**src/rtl/pci_pkg.sv**
```systemverilog
// pci_pkg: shared definitions for the PCI initiator slice.
//   - PCI command encodings used by the initiator and its users
//   - initiator FSM state enum
//   - default AD bus width and a write-command helper
package pci_pkg;

    localparam int PCI_DATA_W = 32;

    localparam logic [3:0] IO_RD  = 4'b0010;
    localparam logic [3:0] IO_WR  = 4'b0011;
    localparam logic [3:0] MEM_RD = 4'b0110;
    localparam logic [3:0] MEM_WR = 4'b0111;

    typedef enum logic [2:0] {
        ST_IDLE,
        ST_REQ,
        ST_ADDR,
        ST_DATA,
        ST_TURN
    } initState_t;

    // Bit 0 of every PCI command selects write direction.
    function automatic logic isWrite(input logic [3:0] c);
        return c[0];
    endfunction

endpackage

```
**src/rtl/pci_phase_counter.sv**
```systemverilog
// pci_phase_counter: burst bookkeeping for the initiator.
//   remaining : data phases still to run, loaded from the request (0 loads as 1)
//   xferCnt   : data phases completed in the current/last transaction
// Ports: clk, rst (sync, active-high), load + loadLen, clear (zero xferCnt),
//        step (one phase completed), remaining, xferCnt, last (remaining==1),
//        zero (remaining==0).
// Neither counter wraps.
module pci_phase_counter #(
    parameter int LEN_W = 4
) (
    input  logic             clk,
    input  logic             rst,
    input  logic             load,
    input  logic [LEN_W-1:0] loadLen,
    input  logic             clear,
    input  logic             step,
    output logic [LEN_W-1:0] remaining,
    output logic [LEN_W-1:0] xferCnt,
    output logic             last,
    output logic             zero
);

    always_ff @(posedge clk) begin
        if (rst) begin
            remaining <= '0;
            xferCnt   <= '0;
        end else if (load) begin
            remaining <= (loadLen == '0) ? LEN_W'(1) : loadLen;
            xferCnt   <= '0;
        end else begin
            if (step && remaining != '0)
                remaining <= remaining - 1'b1;
            if (clear)
                xferCnt <= '0;
            else if (step && xferCnt != '1)
                xferCnt <= xferCnt + 1'b1;
        end
    end

    assign last = (remaining == LEN_W'(1));
    assign zero = (remaining == '0);

endmodule

```
**src/rtl/pci_initiator.sv**
```systemverilog
// pci_initiator: bus-master front end for one PCI agent.
//   Local side : start/cmd/addr/burst_len request, wr_data/wr_pop write stream,
//                rd_data/rd_valid read stream, busy/done/abort/xfer_cnt status.
//   Arbiter    : req_n out, gnt_n in.
//   Bus        : FRAME#/IRDY#/AD/C-BE# as _out/_oe (+ _in for idle detect and AD),
//                TRDY#/DEVSEL#/STOP# from the target.
// One address phase, then a 1..15 phase burst, a one-cycle turnaround, and a
// done (normal or target stop) or abort (no DEVSEL) pulse.
module pci_initiator
    import pci_pkg::*;
#(
    parameter int DATA_W         = PCI_DATA_W,
    parameter int LEN_W          = 4,
    parameter int DEVSEL_TIMEOUT = 5
) (
    input  logic              clk,
    input  logic              rst,
    input  logic              start,
    input  logic [3:0]        cmd,
    input  logic [DATA_W-1:0] addr,
    input  logic [LEN_W-1:0]  burst_len,
    input  logic [DATA_W-1:0] wr_data,
    output logic              wr_pop,
    output logic [DATA_W-1:0] rd_data,
    output logic              rd_valid,
    output logic              busy,
    output logic              done,
    output logic              abort,
    output logic [LEN_W-1:0]  xfer_cnt,
    output logic              req_n,
    input  logic              gnt_n,
    input  logic              frame_n_in,
    input  logic              irdy_n_in,
    output logic              frame_n_out,
    output logic              frame_oe,
    output logic              irdy_n_out,
    output logic              irdy_oe,
    output logic [DATA_W-1:0] ad_out,
    output logic              ad_oe,
    input  logic [DATA_W-1:0] ad_in,
    output logic [3:0]        cbe_n_out,
    output logic              cbe_oe,
    input  logic              trdy_n,
    input  logic              devsel_n,
    input  logic              stop_n
);

    localparam int DC_W = $clog2(DEVSEL_TIMEOUT + 1);

    initState_t        state;
    logic [3:0]        cmdLat;
    logic [DATA_W-1:0] addrLat;
    logic [DATA_W-1:0] adReg;
    logic              ending;      // FRAME# already released, IRDY# drops next edge
    logic              endAbort;
    logic              devselSeen;
    logic [DC_W-1:0]   devselCnt;
    logic [LEN_W-1:0]  remaining;
    logic              cntLast, cntZero;

    logic isWr, inData, phaseDone, devselTo, stopSeen, step;

    assign isWr      = isWrite(cmdLat);
    assign inData    = (state == ST_DATA) && !ending;
    assign phaseDone = inData && !irdy_n_out && !trdy_n;
    assign devselTo  = inData && devsel_n && !devselSeen &&
                       (devselCnt == DC_W'(DEVSEL_TIMEOUT - 1));
    assign stopSeen  = inData && !stop_n && !devselTo;
    assign step      = phaseDone && !devselTo && !cntZero;

    // The write word goes straight from the user's holding register onto AD, and
    // wr_pop fires in the completing cycle so the next word is there for the
    // following edge without inserting master wait states.
    assign ad_out = (state == ST_DATA && isWr) ? wr_data : adReg;
    assign wr_pop = step && isWr;

    pci_phase_counter #(.LEN_W(LEN_W)) u_phaseCnt (
        .clk       (clk),
        .rst       (rst),
        .load      (state == ST_IDLE && start),
        .loadLen   (burst_len),
        .clear     (devselTo),
        .step      (step),
        .remaining (remaining),
        .xferCnt   (xfer_cnt),
        .last      (cntLast),
        .zero      (cntZero)
    );

    always_ff @(posedge clk) begin
        if (rst) begin
            state       <= ST_IDLE;
            cmdLat      <= '0;
            addrLat     <= '0;
            adReg       <= '0;
            ending      <= 1'b0;
            endAbort    <= 1'b0;
            devselSeen  <= 1'b0;
            devselCnt   <= '0;
            req_n       <= 1'b1;
            frame_n_out <= 1'b1;
            frame_oe    <= 1'b0;
            irdy_n_out  <= 1'b1;
            irdy_oe     <= 1'b0;
            ad_oe       <= 1'b0;
            cbe_n_out   <= 4'hF;
            cbe_oe      <= 1'b0;
            busy        <= 1'b0;
            done        <= 1'b0;
            abort       <= 1'b0;
            rd_valid    <= 1'b0;
            rd_data     <= '0;
        end else begin
            done     <= 1'b0;
            abort    <= 1'b0;
            rd_valid <= 1'b0;
            case (state)
                ST_IDLE: if (start) begin
                    cmdLat  <= cmd;
                    addrLat <= addr;
                    busy    <= 1'b1;
                    req_n   <= 1'b0;
                    state   <= ST_REQ;
                end
                ST_REQ: if (!gnt_n && frame_n_in && irdy_n_in) begin
                    state       <= ST_ADDR;
                    req_n       <= 1'b1;
                    frame_n_out <= 1'b0;
                    frame_oe    <= 1'b1;
                    irdy_n_out  <= 1'b1;
                    irdy_oe     <= 1'b1;
                    adReg       <= addrLat;
                    ad_oe       <= 1'b1;
                    cbe_n_out   <= cmdLat;
                    cbe_oe      <= 1'b1;
                end
                ST_ADDR: begin
                    state       <= ST_DATA;
                    irdy_n_out  <= 1'b0;
                    cbe_n_out   <= 4'h0;
                    frame_n_out <= cntLast;   // single-phase burst: last phase from the start
                    ad_oe       <= isWr;      // reads turn AD around immediately
                    ending      <= 1'b0;
                    endAbort    <= 1'b0;
                    devselSeen  <= 1'b0;
                    devselCnt   <= '0;
                end
                ST_DATA: if (ending) begin
                    irdy_n_out <= 1'b1;
                    state      <= ST_TURN;
                end else begin
                    if (!devsel_n)
                        devselSeen <= 1'b1;
                    else if (!devselSeen)
                        devselCnt <= devselCnt + 1'b1;
                    if (step && !isWr) begin
                        rd_data  <= ad_in;
                        rd_valid <= 1'b1;
                    end
                    if (devselTo) begin
                        frame_n_out <= 1'b1;
                        ending      <= 1'b1;
                        endAbort    <= 1'b1;
                    end else if (phaseDone && (cntLast || stopSeen)) begin
                        frame_n_out <= 1'b1;
                        irdy_n_out  <= 1'b1;
                        state       <= ST_TURN;
                    end else if (stopSeen) begin
                        // disconnect without data: drop FRAME# now, IRDY# next cycle
                        frame_n_out <= 1'b1;
                        ending      <= 1'b1;
                    end else if (step) begin
                        frame_n_out <= (remaining == LEN_W'(2));
                    end
                end
                ST_TURN: begin
                    state    <= ST_IDLE;
                    frame_oe <= 1'b0;
                    irdy_oe  <= 1'b0;
                    ad_oe    <= 1'b0;
                    cbe_oe   <= 1'b0;
                    busy     <= 1'b0;
                    if (endAbort) abort <= 1'b1;
                    else          done  <= 1'b1;
                end
                default: state <= ST_IDLE;
            endcase
        end
    end

endmodule

```
**config.mk**
```make
export PLATFORM = sky130hd
export DESIGN_NAME = pci_initiator
export DESIGN_NICKNAME = d
export VERILOG_FILES = /design/src/rtl/pci_pkg.sv /design/src/rtl/pci_phase_counter.sv /design/src/rtl/pci_initiator.sv
export SDC_FILE = /design/constraint.sdc
export NUM_CORES = 1
export LEC_CHECK = 0
export CORE_ASPECT_RATIO = 0.5
export CORE_MARGIN = 4
export CORE_UTILIZATION = 45
export CTS_BUF_LIST = sky130_fd_sc_hd__clkbuf_8 sky130_fd_sc_hd__clkbuf_16
export DETAILED_ROUTE_END_ITERATION = 8
export GPL_TIMING_DRIVEN = 0
export HOLD_SLACK_MARGIN = 0.05
export PLACE_DENSITY_LB_ADDON = 0.2
export SETUP_SLACK_MARGIN = 0.4
export SLEW_MARGIN = 20
export SYNTH_ARGS = -nofsm -noshare
export SYNTH_HDL_FRONTEND = slang
export SYNTH_SLANG_ARGS = --single-unit
export TNS_END_PERCENT = 5
```
**constraint.sdc**
```tcl
create_clock -name clk -period 2.22 [get_ports clk]
set_clock_uncertainty 0.1 [all_clocks]
set_input_delay 0.444 -clock clk [delete_from_list [all_inputs] [get_ports clk]]
set_output_delay 0.444 -clock clk [all_outputs]
set_load 0.02 [all_outputs]
```
After elaboration in Yosys (flattened, before gate mapping)
Cells that the tools add are included. W data, S select, Z words.

Flip-flop bits (word level): 130. Latch bits: 0. Memory bits (writable): 0. ROM bits: 0. Bits of input ports: 113. Logic and storage cells: 151. Memories kept: 0.

$add $sub $neg: 3. $mul: 0. Divide/modulo/power cells: 0. Order comparisons: 0. Eq/ne operators: 18. Shifts and indexed selects: 0. Muxes and demuxes: 48. Bitwise operators: 3. Reduce and logical (&&, ||, !) cells: 58.

Operator list (count): $mux W32 (1); $mux W3 (8); $mux W1 (23); $logic_and A1 B1 Y1 (19); $mux W4 (4); $reduce_and A4 Y1 (4); $ne A2 B2 Y1 const B (7); $pmux W1 S2 (6); $pmux W3 S4 (1); $reduce_and A2 Y1 (6); $reduce_and A3 Y1 (4); $reduce_bool A2 Y1 (6); $logic_not A1 Y1 (9); $pmux W1 S3 (3); $logic_not A4 Y1 (2); $pmux W4 S2 (1); $eq A3 B2 Y1 const B (2); $eq A3 B3 Y1 const B (2); $pmux W3 S2 (1); $reduce_bool A3 Y1 (2); $reduce_or A3 Y1 (2); $ne A5 B4 Y1 const B (1); $add A4 B1 Y4 const B (1); $eq A4 B1 Y1 const B (1); other kinds (12) (14).

Longest topological paths before layout
Word-level depth: 14. Depth in mapped cells: 8. Gate-level depth less buffers: 6.

Hierarchy
From an unflattened synthesis, not the netlist that was laid out.

Cells, all modules: 615. Area, all modules: 5376.4 um^2.

By module, submodules not included: pci_initiator (times used 1, cells each 559, area each 4902.2 um^2, sequential area each 2442.3 um^2); pci_phase_counter (times used 1, cells each 56, area each 474.2 um^2, sequential area each 160.2 um^2).

Worst setup path before layout
Ideal clock, no wire load.

Path kind: register -> output. Start: reg cmdLat[0]. End: out ad_out[26]. Arrival time: 1.610 ns. Data required time: 1.676 ns. Path slack: 0.066 ns. Stages on the path, launching flop included: 7. Path buffers: 3. Cell sequence: dfxtp_1 buf_2 clkinv_1 or2_2 clkbuf_1 buf_2 mux2_1.

Cells in the longest elaborated chain, start to end: 2.

RTL lines: start, declared (RTL line pci_initiator.sv:51) `logic [3:0] cmdLat;`; start signal, assigned (RTL line pci_initiator.sv:119) `cmdLat <= cmd;`; $logic_and A1 B1 Y1 (RTL line pci_initiator.sv:74) `assign ad_out = (state == ST_DATA && isWr) ? wr_data : adReg;`; $mux W32 (RTL line pci_initiator.sv:74); end, declared (RTL line pci_initiator.sv:38) `output logic [DATA_W-1:0] ad_out,`.

Every way passes these cells.

Worst setup path after layout
Start: reg state[2]. End: out ad_out[30].

Cells in the longest elaborated chain, start to end: 3.

RTL lines: start, declared (RTL line pci_initiator.sv:50) `initState_t state;`; start signal, assigned (RTL line pci_initiator.sv:92) `state <= ST_IDLE;`; start signal, assigned (RTL line pci_initiator.sv:123) `state <= ST_REQ;`; start signal, assigned (RTL line pci_initiator.sv:126) `state <= ST_ADDR;`; $eq A3 B2 Y1 (RTL line pci_initiator.sv:74); $logic_and A1 B1 Y1 (RTL line pci_initiator.sv:74); $mux W32 (RTL line pci_initiator.sv:74).

Every way passes these cells.

==> flow_summary.ini <==
[status]
status = complete, but fails checks
violations = negative setup slack

[global_route]
antenna_found_initial = 0
grt_pass1_wl_um = 27890
grt_pass1_vias = 5509
grt-ovfl-total = 0
grt_usage_pct = 24.71
grt_max_degree = 17

[synthesis]
synthFlopType = dfxtp_1
synth_nets = 767
synth_top_area_share_pct = 48.04
synth_area_leader_cell = dfxtp_1
ys_seq_area_share_pct = 48.04
async_reset_ff_share_pct = 0
yosys_warnings = 0
post-synth-top-count-cell = nand2_1
synth_commonest_cells = 144 x nand2_1, 130 x dfxtp_1, 111 x a21oi_1
post_synth_main_area_contributors = dfxtp_1 48%, a21oi_1 10%, nand2_1 10%, mux2_2 5.8%, o21ai_0 3.3%
syn_avg_cell_area_sq_um = 8.374
synth_enable_flop_cells = 0
synth_area_sq_um = 5418
yosys_register_bits = 130
syn_inst = 647
synth_cell_types = 51

[sta]
finalCriticalPeriod_ps = 2455
fmax_ghz = 0.4073
fin_tns_setup_ps = -7067
finalCritPeriodShare_pct = 110.6
rsz0062_at_grt = true
setup_viol = 33
relSlewSlack_pct = 51.91
timing.final.max_slew_violations = 0
hold_viol_final = 0
whs_ps = 347.4
worst_pin_slew_ps = 721.4
fin_ws_ps = -235.1

[drt]
drc = 0
detail-route-antenna-nets = 0
drtIter0Drc = 251
vias = 5575
routed_wl_um = 18190
dr.pass1.iters = 5
vias_per_cell = 5.350
wl_per_cell_um = 17.46

[placement]
portBuffers = 195
place_hpwl_um = 12060
dpl.cell_count = 1001
gp_congestion = 0.8583

[floorplan]
start_util_pct = 47.59
fp.dieH_um = 85.59
dieArea_sq_um = 13960
coreArea_sq_um = 11380
row_count = 27
dieWidth_um = 163.2
num_io_pins = 197

[final_layout]
antenna_cells = 0
syn2layout_area_growth_pct = 61.09
fin_cells = 1042
layout-drive-gt1-share_pct = 23.44
layout.nets = 990
utilization_pct = 76.66

[clock_network]
clock_sinks = 130
cts_buffer_depth = 2
htree_num_levels = 4
numCtsBuffers = 17
clk_latency_ps = 410
cts_root_buf = clkbuf_16
clk_pin_slew_ps = 60
cts_hold_buf = 0
cts_tree = yes

[power_and_ir_drop]
power.share.clock_pct = 47.5
power_frac_comb_pct = 11.8
p_int_uw = 4598
pwr_density_cell_nw_per_um2 = 696.1
power_frac_seq_pct = 40.7
irDropWorstVdd_uv = 541.4
p_total_uw = 6075
power.leakage_uw = 0.003499
p_sw_uw = 1477
switching_share_pct = 24.31

[worst_setup_path]
path_max_fanout = 10
worstSetupPathType = reg2out
crit_path_end_kind = output port
start_kind = register
crit_required_ps = 1680
arrival_ps = 1910

[run]
maxCapViolCount = 0

[worst_hold_path]
hold_class = reg2reg
[flip-flops by register name (all words and copies together), names as in the netlist, 3 cells and up]
register	count
cbe_n_out	4
devselCnt	3
state	3
u_phaseCnt.xferCnt	4
u_phaseCnt.remaining	4
addrLat	32
rd_data	32
adReg	32
cmdLat	4
[power by group through the flow]
stage / combinational (uW) / sequential [uW] / clock, uW
4_1_cts: 671 / 2470 / 2900
5_1_grt: 768 / 2480 / 3030
3_3_place_gp: 639 / 2510 / 0
3_5_place_dp: 648 / 2510 / 0
2_1_floorplan: 289 / 2520 / 0
6_report: 715 / 2470 / 2890
[placed cells by master (no fill, tap or decap), drive strengths merged, types with 3 or more instances in the layout]
| cell | instances |
|---|---|
| nand3 | 35 |
| a31oi | 3 |
| or3b | 3 |
| nand2 | 144 |
| o21ai | 36 |
| inv | 8 |
| o41ai | 3 |
| nand3b | 4 |
| buf | 70 |
| ha | 7 |
| o21bai | 5 |
| nor3b | 3 |
| clkinvlp | 4 |
| nor2 | 19 |
| dlygate4sd2 | 52 |
| mux2i | 6 |
| a21oi | 111 |
| nor3 | 11 |
| clkbuf | 46 |
| clkinv | 5 |
| bufinv | 3 |
| dfxtp | 130 |
| nor4b | 3 |
| mux2 | 32 |
| clkdlybuf4s50 | 108 |
[final timing paths]
check | startpoint | end | slack [ps] | cells past startpoint
setup / recovery | state[2] | ad_out[30] | -240 | 6
hold / removal | addrLat[0] | adReg[0] | 350 | 2
setup reg to reg | devselCnt[1] | rd_data[5] | 130 | 9
hold reg to reg | addrLat[0] | adReg[0] | 350 | 2
[cell type report]
class / count / area, sq um
Timing Repair Buffer: 204 / 1917
Tap cell: 159 / 198.9
Fill cell: 793 / 2658
Sequential cell: 130 / 2615
Inverter: 7 / 41.29
Clock buffer: 19 / 452.9
Clock inverter: 13 / 160.2
Buffer: 53 / 456.7
Multi-Input combinational cell: 457 / 2885
[routing by layer]
| layer | vias up | track usage, % | wire length, um | part of all wire [%] |
|---|---|---|---|---|
| li1 | 2690 | - | - | - |
| met1 | 2645 | 29.89 | 7503 | 41 |
| met2 | 217 | 42.97 | 8942 | 49 |
| met3 | 23 | 7.297 | 1553 | 8.5 |
| met4 | 0 | 7.458 | 190 | 1.0 |
| met5 | - | 0 | 0 | 0 |
[metrics by stage]
| step | setup WS [ps] | area, sq um |
|---|---|---|
| floorplan | 313.7 | 5480 |
| global placement | -683.6 | 7631 |
| detailed placement | -683.1 | 7631 |
| CTS | -234.8 | 8294 |
| global route | -260.9 | 8727 |
| finish | -235.1 | 8727 |
[cell families after synthesis]
kind of cell	Yosys count	share of synthesized area, %
buf+inv	60	4.781
xor+xnor	3	0.4851
fa+ha+maj	7	1.617
flops	130	48.04
compound gates	170	16.93
mux	38	7.760
simple gates	239	20.39
[repair_timing]
action	CTS	global route
buffers inserted	4	4
cloned	1	0
setup endpoints to repair	199	148
endpoints found under the hold margin	0	0
pin swaps	3	41
gates resized for setup	252	125
[critical path, cell delays in order (launching register included)]
cell and delay (ps):
dfxtp_2 320, nand3b_1 190, or2_4 250, clkbuf_16 170
buf_12 150, mux2_4 300, buf_6 130
(Power assumes the default switching activity.)
==> RTL edit, RTL diff (config.mk and constraints unchanged) <==
Encoding of `initState_t`: now one-hot (5 bits for 5 states).
--- a/src/rtl/pci_pkg.sv
+++ b/src/rtl/pci_pkg.sv
@@ -12,10 +12,10 @@
     localparam logic [3:0] MEM_WR = 4'b0111;
 
-    typedef enum logic [2:0] {
-        ST_IDLE,
-        ST_REQ,
-        ST_ADDR,
-        ST_DATA,
-        ST_TURN
+    typedef enum logic [4:0] {
+        ST_IDLE = 5'b00001,
+        ST_REQ  = 5'b00010,
+        ST_ADDR = 5'b00100,
+        ST_DATA = 5'b01000,
+        ST_TURN = 5'b10000
     } initState_t;
 
Behaviour: same outputs for any inputs over 4 cycles, from zero or initial values and one cycle with rst high; so few cycles prove little.
==> RTL edit against the original RTL <==
- the flow still finishes with violations (setup timing)
- total power decreased by 0.28%
- worst setup slack got worse by 0.092 ns
- maximum frequency decreased by 3.6%
- sequential cell count increased by 2
- via count decreased by 5.2%
- utilization decreased by 4.6 points
- synthesized area increased by 2.1%
- design area decreased by 1.6%
- routed wire length decreased by 10%
- critical endpoint is now ad_out[23]
- largest cell class unchanged
==> RTL edit: results (changes against the original RTL) <==
| Metric | Value |
|---|---|
| Adder and majority cell fraction of the synthesized area | `1.58% (was 1.62%)` |
| Crit path setup slack, layout | `-0.327 ns (was -0.235 ns)` |
| Die area | `14200 um2 (was 14000 um2)` |
| Total of endpoints with negative setup slack in the final report | `33 (unchanged)` |
| Grt met3 use | `9.36% (was 7.30%)` |
| Core Util, Final | `72.1% (was 76.7%)` |
| Violated checks | `setup timing (unchanged)` |
| Status | `finished with violations (unchanged)` |
| GR Util met1 | `27.8% (was 29.9%)` |
| HP Class | `primary input to flop (was flop to flop)` |
| Wire length on met2 | `7.86 mm (was 8.94 mm)` |
| Final #Nets | `973 (was 990)` |
| Xor/xnor cell area share of the yosys netlist | `0.792% (was 0.485%)` |
| Mean Syn Cell Area | `8.86 um2 (was 8.37 um2)` |
| Placement-stage worst setup slack | `-0.617 ns (was -0.683 ns)` |
| Portion of the layout cell area used by clock cells | `7.23% (was 7.03%)` |
| Depth of the most critical reg-to-reg path | `8 (was 9)` |
| Fraction of standard cell area that is sequential | `31.0% (was 30.0%)` |
| Most area-consuming cells after synthesis | `dfxtp_1, nand2_1, a21oi_1 (was dfxtp_1, a21oi_1, nand2_1)` |
| Share of post-route cells with drive strength above 1 | `21.6% (was 23.4%)` |
| Commonest cells in the synthesized netlist | `nand2_1, dfxtp_1, a21oi_1 (unchanged)` |
| Share of synthesized area spent on multiplexers | `12.9% (was 7.76%)` |
| Family with the most delay on the worst path | `simple AND/OR/NAND/NOR gates (was buffers and inverters)` |
| Number of multi-input combinational cells | `443 (was 457)` |
| Peak supply drop | `0.562 mV (was 0.541 mV)` |
## RTL edit: repair_timing
action,in CTS,in global routing
cloned,3,0
buffers inserted,8,3
resized for setup,268,27
pin swaps,16,21
setup endpoints to repair,204,155
## RTL edit: cell families after synthesis
family	count (synthesis)
simple gates	257
xor+xnor	5
fa+ha+maj	7
mux	67
compound gates	107
buf+inv	49
flops	132
## RTL edit: power by group through the flow
| stage | Combinational [mW] | Sequential (mW) | Clock (mW) |
|---|---|---|---|
| 3_3_place_gp | 0.553 | 2.54 | 0 |
| 2_1_floorplan | 0.261 | 2.54 | 0 |
| 6_report | 0.610 | 2.49 | 2.95 |
| 5_1_grt | 0.665 | 2.50 | 3.12 |
| 4_1_cts | 0.595 | 2.49 | 3.00 |
| 3_5_place_dp | 0.566 | 2.54 | 0 |
## RTL edit: worst min-delay path, delay by kind of cell
family | cells | cell delay [ns]
AO/OA/AOI/OAI | 1 | 0.08
buffers and inverters | 1 | 0.14
AND/OR/NAND/NOR | 2 | 0.13
